`config.mk`:
```
export PLATFORM = sky130hd
export DESIGN_NAME = vend_txn_ctrl
export DESIGN_NICKNAME = d
export VERILOG_FILES = /design/src/rtl/vend_pkg.sv /design/src/rtl/vend_timer.sv /design/src/rtl/vend_txn_ctrl.sv
export SDC_FILE = /design/constraint.sdc
export NUM_CORES = 1
export LEC_CHECK = 0
export BUFFER_PORTS_ARGS = -buffer_cell sky130_fd_sc_hd__buf_2
export CORE_AREA = 2 2 74 76
export DETAILED_ROUTE_END_ITERATION = 10
export DIE_AREA = 0 0 76 78
export PLACE_DENSITY = 0.84
export RECOVER_POWER = 50
export SLEW_MARGIN = 20
export SYNTH_ARGS = -nofsm -noshare
export SYNTH_HDL_FRONTEND = slang
export SYNTH_SLANG_ARGS = --single-unit
```
`constraint.sdc`:
```
create_clock -name clk -period 4.45 [get_ports clk]
set_clock_uncertainty 0.2 [all_clocks]
set_input_delay 0.6675 -clock clk [delete_from_list [all_inputs] [get_ports clk]]
set_output_delay 0.6675 -clock clk [all_outputs]
set_load 0.02 [all_outputs]
```
`src/rtl/vend_pkg.sv`:
```
// Shared types and constants for the vending transaction sequencer.
package vend_pkg;

  localparam int MONEY_W = 8;
  localparam int TIMER_W = 16;

  typedef logic [MONEY_W-1:0] money_t;

  typedef enum logic [2:0] {
    IDLE     = 3'd0,
    ARMED    = 3'd1,
    COLLECT  = 3'd2,
    DISPENSE = 3'd3,
    RETURN   = 3'd4
  } state_e;

  localparam money_t PRICE_SW0 = 8'd8;
  localparam money_t PRICE_SW1 = 8'd10;
  localparam money_t PRICE_SW2 = 8'd12;
  localparam money_t PRICE_SW3 = 8'd15;

  localparam money_t COIN_L = 8'd2;
  localparam money_t COIN_R = 8'd5;
  localparam money_t COIN_D = 8'd10;

  // Highest switch index wins; no switch set means "no selection".
  function automatic money_t decode_price(input logic [3:0] sw);
    money_t p;
    if (sw[3])      p = PRICE_SW3;
    else if (sw[2]) p = PRICE_SW2;
    else if (sw[1]) p = PRICE_SW1;
    else if (sw[0]) p = PRICE_SW0;
    else            p = '0;
    return p;
  endfunction

  function automatic money_t coin_value(input logic [2:0] c);
    money_t v;
    v = (c[0] ? COIN_L : '0) + (c[1] ? COIN_R : '0) + (c[2] ? COIN_D : '0);
    return v;
  endfunction

endpackage

```
`src/rtl/vend_timer.sv`:
```
// Loadable down-counter shared by the dispense, return and timeout intervals.
module vend_timer
  import vend_pkg::*;
#(
  parameter int W = TIMER_W
) (
  input  logic         clk,
  input  logic         rst,
  input  logic         load,
  input  logic [W-1:0] load_val,
  input  logic         en,
  output logic         done
);

  logic [W-1:0] cnt_q;
  logic [W-1:0] cnt_d;

  always_comb begin
    cnt_d = cnt_q;
    if (load)
      cnt_d = load_val;
    else if (en && (cnt_q != '0))
      cnt_d = cnt_q - 1'b1;
  end

  always_ff @(posedge clk or posedge rst) begin
    if (rst) cnt_q <= '0;
    else     cnt_q <= cnt_d;
  end

  assign done = (cnt_q == '0);

endmodule

```
`src/rtl/vend_txn_ctrl.sv`:
```
// Vending transaction sequencer: credit accumulation, dispense, change and refund.
// Define VEND_CHANGE_EN to return overpayment as change after dispensing.
module vend_txn_ctrl
  import vend_pkg::*;
#(
  parameter int DISP_CYCLES    = 100,
  parameter int RET_CYCLES     = 100,
  parameter int TIMEOUT_CYCLES = 10000
) (
  input  logic       clk,
  input  logic       rst,
  input  logic [3:0] price_sw,
  input  logic [2:0] coin,
  input  logic       cancel,
  output logic [7:0] price,
  output logic [7:0] credit,
  output logic [7:0] ret_amt,
  output logic       ret_valid,
  output logic       dispense,
  output logic       coin_rej,
  output logic [2:0] state
);

  // Timer loads are one less than the interval: the exit edge happens at count zero.
  localparam logic [TIMER_W-1:0] DISP_LOAD = TIMER_W'(DISP_CYCLES - 1);
  localparam logic [TIMER_W-1:0] RET_LOAD  = TIMER_W'(RET_CYCLES - 1);
  localparam logic [TIMER_W-1:0] TO_LOAD   = TIMER_W'(TIMEOUT_CYCLES - 1);

  state_e state_q, state_d;
  money_t price_q, price_d;
  money_t credit_q, credit_d;
  money_t ret_amt_q, ret_amt_d;
  logic   ret_valid_q, ret_valid_d;
  logic   dispense_q, dispense_d;
  logic   coin_rej_q, coin_rej_d;
`ifdef VEND_CHANGE_EN
  money_t change_q, change_d;
`endif

  logic               timer_load;
  logic [TIMER_W-1:0] timer_val;
  logic               timer_en;
  logic               timer_done;

  money_t sw_price;
  money_t coin_val;
  money_t new_credit;
  money_t eff_price;
  logic   any_coin;

  assign sw_price   = decode_price(price_sw);
  assign coin_val   = coin_value(coin);
  assign any_coin   = |coin;
  assign new_credit = credit_q + coin_val;
  assign eff_price  = (state_q == ARMED) ? sw_price : price_q;

  vend_timer #(.W(TIMER_W)) u_timer (
    .clk      (clk),
    .rst      (rst),
    .load     (timer_load),
    .load_val (timer_val),
    .en       (timer_en),
    .done     (timer_done)
  );

  always_comb begin
    state_d     = state_q;
    price_d     = price_q;
    credit_d    = credit_q;
    ret_amt_d   = ret_amt_q;
    ret_valid_d = ret_valid_q;
    dispense_d  = dispense_q;
    coin_rej_d  = 1'b0;
`ifdef VEND_CHANGE_EN
    change_d    = change_q;
`endif
    timer_load  = 1'b0;
    timer_val   = '0;
    timer_en    = 1'b0;

    unique case (state_q)
      IDLE: begin
        price_d    = sw_price;
        coin_rej_d = any_coin;
        if (sw_price != '0) state_d = ARMED;
      end

      ARMED: begin
        price_d = sw_price;
        if ((sw_price == '0) || cancel) begin
          state_d    = IDLE;
          price_d    = '0;
          coin_rej_d = any_coin;
        end else if (any_coin) begin
          credit_d = new_credit;
          if (new_credit >= eff_price) begin
            state_d    = DISPENSE;
            dispense_d = 1'b1;
            timer_load = 1'b1;
            timer_val  = DISP_LOAD;
`ifdef VEND_CHANGE_EN
            change_d   = new_credit - eff_price;
`endif
          end else begin
            state_d    = COLLECT;
            timer_load = 1'b1;
            timer_val  = TO_LOAD;
          end
        end
      end

      // Cancel is checked first so it beats a coin that would reach the price.
      COLLECT: begin
        if (cancel) begin
          state_d     = RETURN;
          credit_d    = new_credit;
          ret_amt_d   = new_credit;
          ret_valid_d = 1'b1;
          timer_load  = 1'b1;
          timer_val   = RET_LOAD;
        end else if (any_coin) begin
          credit_d   = new_credit;
          timer_load = 1'b1;
          if (new_credit >= eff_price) begin
            state_d    = DISPENSE;
            dispense_d = 1'b1;
            timer_val  = DISP_LOAD;
`ifdef VEND_CHANGE_EN
            change_d   = new_credit - eff_price;
`endif
          end else begin
            timer_val = TO_LOAD;
          end
        end else if (timer_done) begin
          state_d     = RETURN;
          ret_amt_d   = credit_q;
          ret_valid_d = 1'b1;
          timer_load  = 1'b1;
          timer_val   = RET_LOAD;
        end else begin
          timer_en = 1'b1;
        end
      end

      DISPENSE: begin
        coin_rej_d = any_coin;
        if (timer_done) begin
          dispense_d = 1'b0;
`ifdef VEND_CHANGE_EN
          if (change_q != '0) begin
            state_d     = RETURN;
            ret_amt_d   = change_q;
            ret_valid_d = 1'b1;
            timer_load  = 1'b1;
            timer_val   = RET_LOAD;
          end else begin
            state_d  = (sw_price != '0) ? ARMED : IDLE;
            price_d  = sw_price;
            credit_d = '0;
          end
`else
          state_d  = (sw_price != '0) ? ARMED : IDLE;
          price_d  = sw_price;
          credit_d = '0;
`endif
        end else begin
          timer_en = 1'b1;
        end
      end

      RETURN: begin
        coin_rej_d = any_coin;
        if (timer_done) begin
          state_d     = (sw_price != '0) ? ARMED : IDLE;
          price_d     = sw_price;
          credit_d    = '0;
          ret_amt_d   = '0;
          ret_valid_d = 1'b0;
        end else begin
          timer_en = 1'b1;
        end
      end

      default: begin
        state_d     = IDLE;
        price_d     = '0;
        credit_d    = '0;
        ret_amt_d   = '0;
        ret_valid_d = 1'b0;
        dispense_d  = 1'b0;
      end
    endcase
  end

  always_ff @(posedge clk or posedge rst) begin
    if (rst) begin
      state_q     <= IDLE;
      price_q     <= '0;
      credit_q    <= '0;
      ret_amt_q   <= '0;
      ret_valid_q <= 1'b0;
      dispense_q  <= 1'b0;
      coin_rej_q  <= 1'b0;
`ifdef VEND_CHANGE_EN
      change_q    <= '0;
`endif
    end else begin
      state_q     <= state_d;
      price_q     <= price_d;
      credit_q    <= credit_d;
      ret_amt_q   <= ret_amt_d;
      ret_valid_q <= ret_valid_d;
      dispense_q  <= dispense_d;
      coin_rej_q  <= coin_rej_d;
`ifdef VEND_CHANGE_EN
      change_q    <= change_d;
`endif
    end
  end

  assign state     = state_q;
  assign price     = price_q;
  assign credit    = credit_q;
  assign ret_amt   = ret_amt_q;
  assign ret_valid = ret_valid_q;
  assign dispense  = dispense_q;
  assign coin_rej  = coin_rej_q;

endmodule
```
==> flow_results.org <==
** Outcome
- Outcome :: finished with violations
- Violations in the final reports :: max-capacitance violations, max-slew violations

** Cells and area
- Core Util, Final :: 0.633
- Nets :: approximately 390
- In the final layout, the share of cells above drive strength 1 is 0.158.
- 0 antenna diodes ended up in the layout.
- The finished cells cover 0.00319 mm^2.
- Area growth from synthesis to final layout :: 9.68%
- Post-route non-filler standard cell count :: 430

** Synthesis
- After synthesis, the share of cell area in mux cells is 0.0559.
- The synthesized design contains 0 enable-type register cells.
- Of the total synthesized cell area, the portion taken by XOR and XNOR cells is 0.0482.
- Post-synthesis instance total :: 328
- Post-synthesis area per instance :: a little under 9 um^2
- By area, the combinational part of the netlist is dominated by simple AND/OR/NAND/NOR gates.
- Netlist cell types :: 54
- Summed over all instances, the cell type with the most area after synthesis is dfrtp_1.
- Adder-cell area share of the yosys netlist :: 0.0697
- The synthesized design contains 42 register bits.
- Synthesis Warnings :: 0
- The complex-gate fraction of the synthesized area came to 0.182.
- Ranked by total cell area, the synthesized netlist is headed by dfrtp_1 36%, ha_1 5.6%, nor2_1 4.0%, mux2_2 3.9%, xor2_1 3.6%.
- Netlist area before placement :: 0.00291 mm^2
- Post-Synth Simple-Gate Area :: 0.223
- The most used flip-flop cell after synthesis is dfrtp_1.
- Fraction of the yosys area taken by sequential cells :: 0.361
- Post-synthesis async set-or-reset flop share :: 1.00
- The share of synthesized area in the top cell type comes to 0.361.

** Critical path
- The worst setup path is launched from a primary input.
- The worst register-to-register path has a setup slack of 0.74 ns.
- The worst register-to-register path has a depth of 14.
- Cell occurring most often along the worst timing path :: inv_1
- Worst path max stage delay :: 0.53 ns
- Among all stages on the critical path, the largest delay is contributed by fa_1.
- Worst EP required :: 4.46 ns
- The setup path with the least slack is of type primary input to register.
- Crit. End Element :: register
- Arrival time of the worst setup path :: 3.83 ns
- Along the worst path, the maximum fanout reaches 9.
- The signal on the critical path passes through buf_2 > inv_1 > fa_1 > inv_1 > ha_1 > fa_1 > xnor2_1 > inv_1 > ha_1 > o21ai_0 > o21bai_1 > a2111oi_2 > buf_4 > nand2_1 > a311oi_1.

** Timing
- Setup violations remaining at the end of the flow were counted as 0.
- Unrepaired setup endpoints after global routing :: false
- Worst Max-Slew Pin Slew :: 2.21 ns
- In the final timing run, aggregate negative setup slack is 0 ns.
- For the finished layout, the period the worst path requires is 3.82 ns.
- Final max-slew violation count :: 43
- Tcrit/Tclk final :: 0.859
- The worst pin sits at a relative slew slack of -0.476.
- The hold violation count in the final report came to 0.
- Across all hold checks on the routed design, the worst slack comes to 0.297 ns.
- Fmax :: 262 MHz

** Die
- Initial cell density of the core :: 0.577
- Floorplan Core Area :: 0.00504 mm^2
- DIE AREA :: 0.00593 mm^2
- 40 I/O pins were placed.
- Die Width :: around 76 um
- Row generation in the floorplan step produced 26 rows.
- The die is 78 um tall.

** Placed design
- The HPWL after detailed placement is 4850 um.
- During placement, the flow inserted port buffers numbering 35.
- At the end of routability-driven placement, the weighted congestion stood at 0.880.
- Cell Area, Placed :: 0.00313 mm^2
- Placed cells :: roughly 420

** Clock network
- The number of hold buffers added after CTS was 0.
- Post-CTS clock slew at the launch and capture registers of the worst setup and hold paths :: about 0.090 ns
- TritonCTS clock tree :: built
- Root Driver :: clkbuf_8
- Counting along the longest clock path gives a buffer depth of 2.
- Gates resized, CTS repair :: 0
- For the worst-skew pair, the clock arrives at the later sink with an insertion delay of 0.30 ns.
- Total clock buffers created by CTS :: 5
- Clock tree synthesis found a total of 42 sinks.
- Count of H-tree levels built during CTS :: 2
- Setup bufs post-CTS :: 0

** Drt
- The first TritonRoute pass finished after 5 iterations.
- Aggregate routed wire length :: around 6600 um
- Remaining antenna violation count after routing :: 0
- For this block, the initial DRC count from the detailed router was between 200 and 250.
- After detailed routing, the average wire length per cell comes to 15.4 um.
- Vias :: 2618
- Number of vias per cell :: 6.09
- Remaining DRCs :: 0

** Run
- Max-cap violations in this run came to 1.

** GRT
- Via count of the first global-routing pass :: 2462
- Entering global routing, the biggest net connects 43 pins.
- For this run, the total global-route usage over all layers was measured as 0.234.
- Number of antenna violations at the first check in global routing :: 0
- Overflow left after global routing :: 0
- Global-route wire length before repair :: 11300 um

** Pwr
- The analysis attributes to cell leakage a power of 1.48 nW.
- Total power per unit cell area :: ~650 mW/mm^2
- The worst-case IR drop observed on VDD is roughly 0.47 mV.

** Worst hold path
- Along the worst hold path, the cell count comes to 1.
- The worst hold path belongs to the class register to register.
routing by layer:
layer	vias up	GRT usage	part of all wire
met5	-	0	0
met4	0	0.0818	0.010
met3	7	0.0500	0.075
met2	110	0.377	0.47
met1	1258	0.316	0.45
li1	1243	-	-
registers in the layout, indices dropped and copies added (netlist names):
register and flops:
price 4, ret_valid 1, coin_rej 1, dispense 1, u_timer.cnt_q 16, state 3
ret_amt 8, credit 8
cells by family (layout without fill, tap and decap cells):
logic type,after synthesis,after routing
xor gates and xnor gates,16,16
other,1,4
adders and majority gates,15,15
and+or+nand+nor,124,124
buffers and inverters,38,67
AOI/OAI and AO/OA,77,77
muxes,15,15
DFF,42,42
path summary, 6_finish.rpt:
| path | from | to |
|---|---|---|
| max | coin[0] | u_timer.cnt_q[8]$_DFFE_PP0P_ |
| max reg2reg | credit[1]$_DFFE_PP0P_ | u_timer.cnt_q[8]$_DFFE_PP0P_ |
| min reg2reg | dispense$_DFFE_PP0P_ | dispense$_DFFE_PP0P_ |
| min in group asynchronous | rst | u_timer.cnt_q[8]$_DFFE_PP0P_ |
| min | dispense$_DFFE_PP0P_ | dispense$_DFFE_PP0P_ |
| max in group asynchronous | rst | price[0]$_DFFE_PP0P_ |
worst max-delay path, delay by kind of cell:
kind | cells | cell delay [ns]
simple gates | 1 | 0.16
fa+ha+maj | 4 | 1.45
buf+inv | 5 | 0.53
compound gates | 4 | 0.81
xor+xnor | 1 | 0.20
cells in the final DEF (no fill, tap or decap), drive strengths merged, types with 3 or more instances in the layout:
master / count
nand2: 19
a211oi: 10
nor3: 19
xnor2: 4
mux2: 10
a21o: 3
nand4: 11
conb: 4
nand3: 9
o21ai: 18
nand2b: 5
o211ai: 3
a31oi: 4
a22o: 5
o21bai: 3
xor2: 12
mux2i: 5
or3: 4
or2: 3
clkinv: 3
nor2: 31
dfrtp: 42
nor4: 6
inv: 17
a21boi: 4
and3: 4
a21oi: 10
ha: 13
clkbuf: 19
nor2b: 7
buf: 28
where the power goes:
part           internal (mW)  total, mW  switching, mW  leakage (nW)
Combinational          0.481       1.19          0.707         0.888
Sequential             0.499      0.649          0.150         0.545
Clock                  0.105      0.238          0.133        0.0438
Total                   1.08       2.07          0.990          1.48
Yosys cell counts, drive strengths merged (4+ instances only):
cell type	count
inv	18
nor3	19
a211oi	10
clkbuf	12
dfrtp	42
ha	13
and3	4
xnor2	4
buf	8
mux2i	5
nor2	31
or3	4
xor2	12
nor2b	7
nand4	11
nand2	19
o21ai	18
a21oi	10
nor4	6
a21boi	4
nand2b	5
a22o	5
mux2	10
nand3	9
a31oi	4
layout make-up:
cell class                      count  area (um^2)
Sequential cell                    42         1050
Tap cell                           70         87.6
Multi-Input combinational cell    251         1700
Clock buffer                        5         68.8
Fill cell                         423         1850
Timing Repair Buffer               42          205
Inverter                           18         67.6
Clock inverter                      2         10.0
metrics by stage:
stage	total power [mW]	setup WS (ns)
after floorplan	1.51	0.430
after detailed placement	1.84	0.308
final	2.07	0.627
after global placement	1.80	0.463
after CTS	2.08	0.625
after global routing	2.24	0.449
Power figures use the tool's default switching activity.
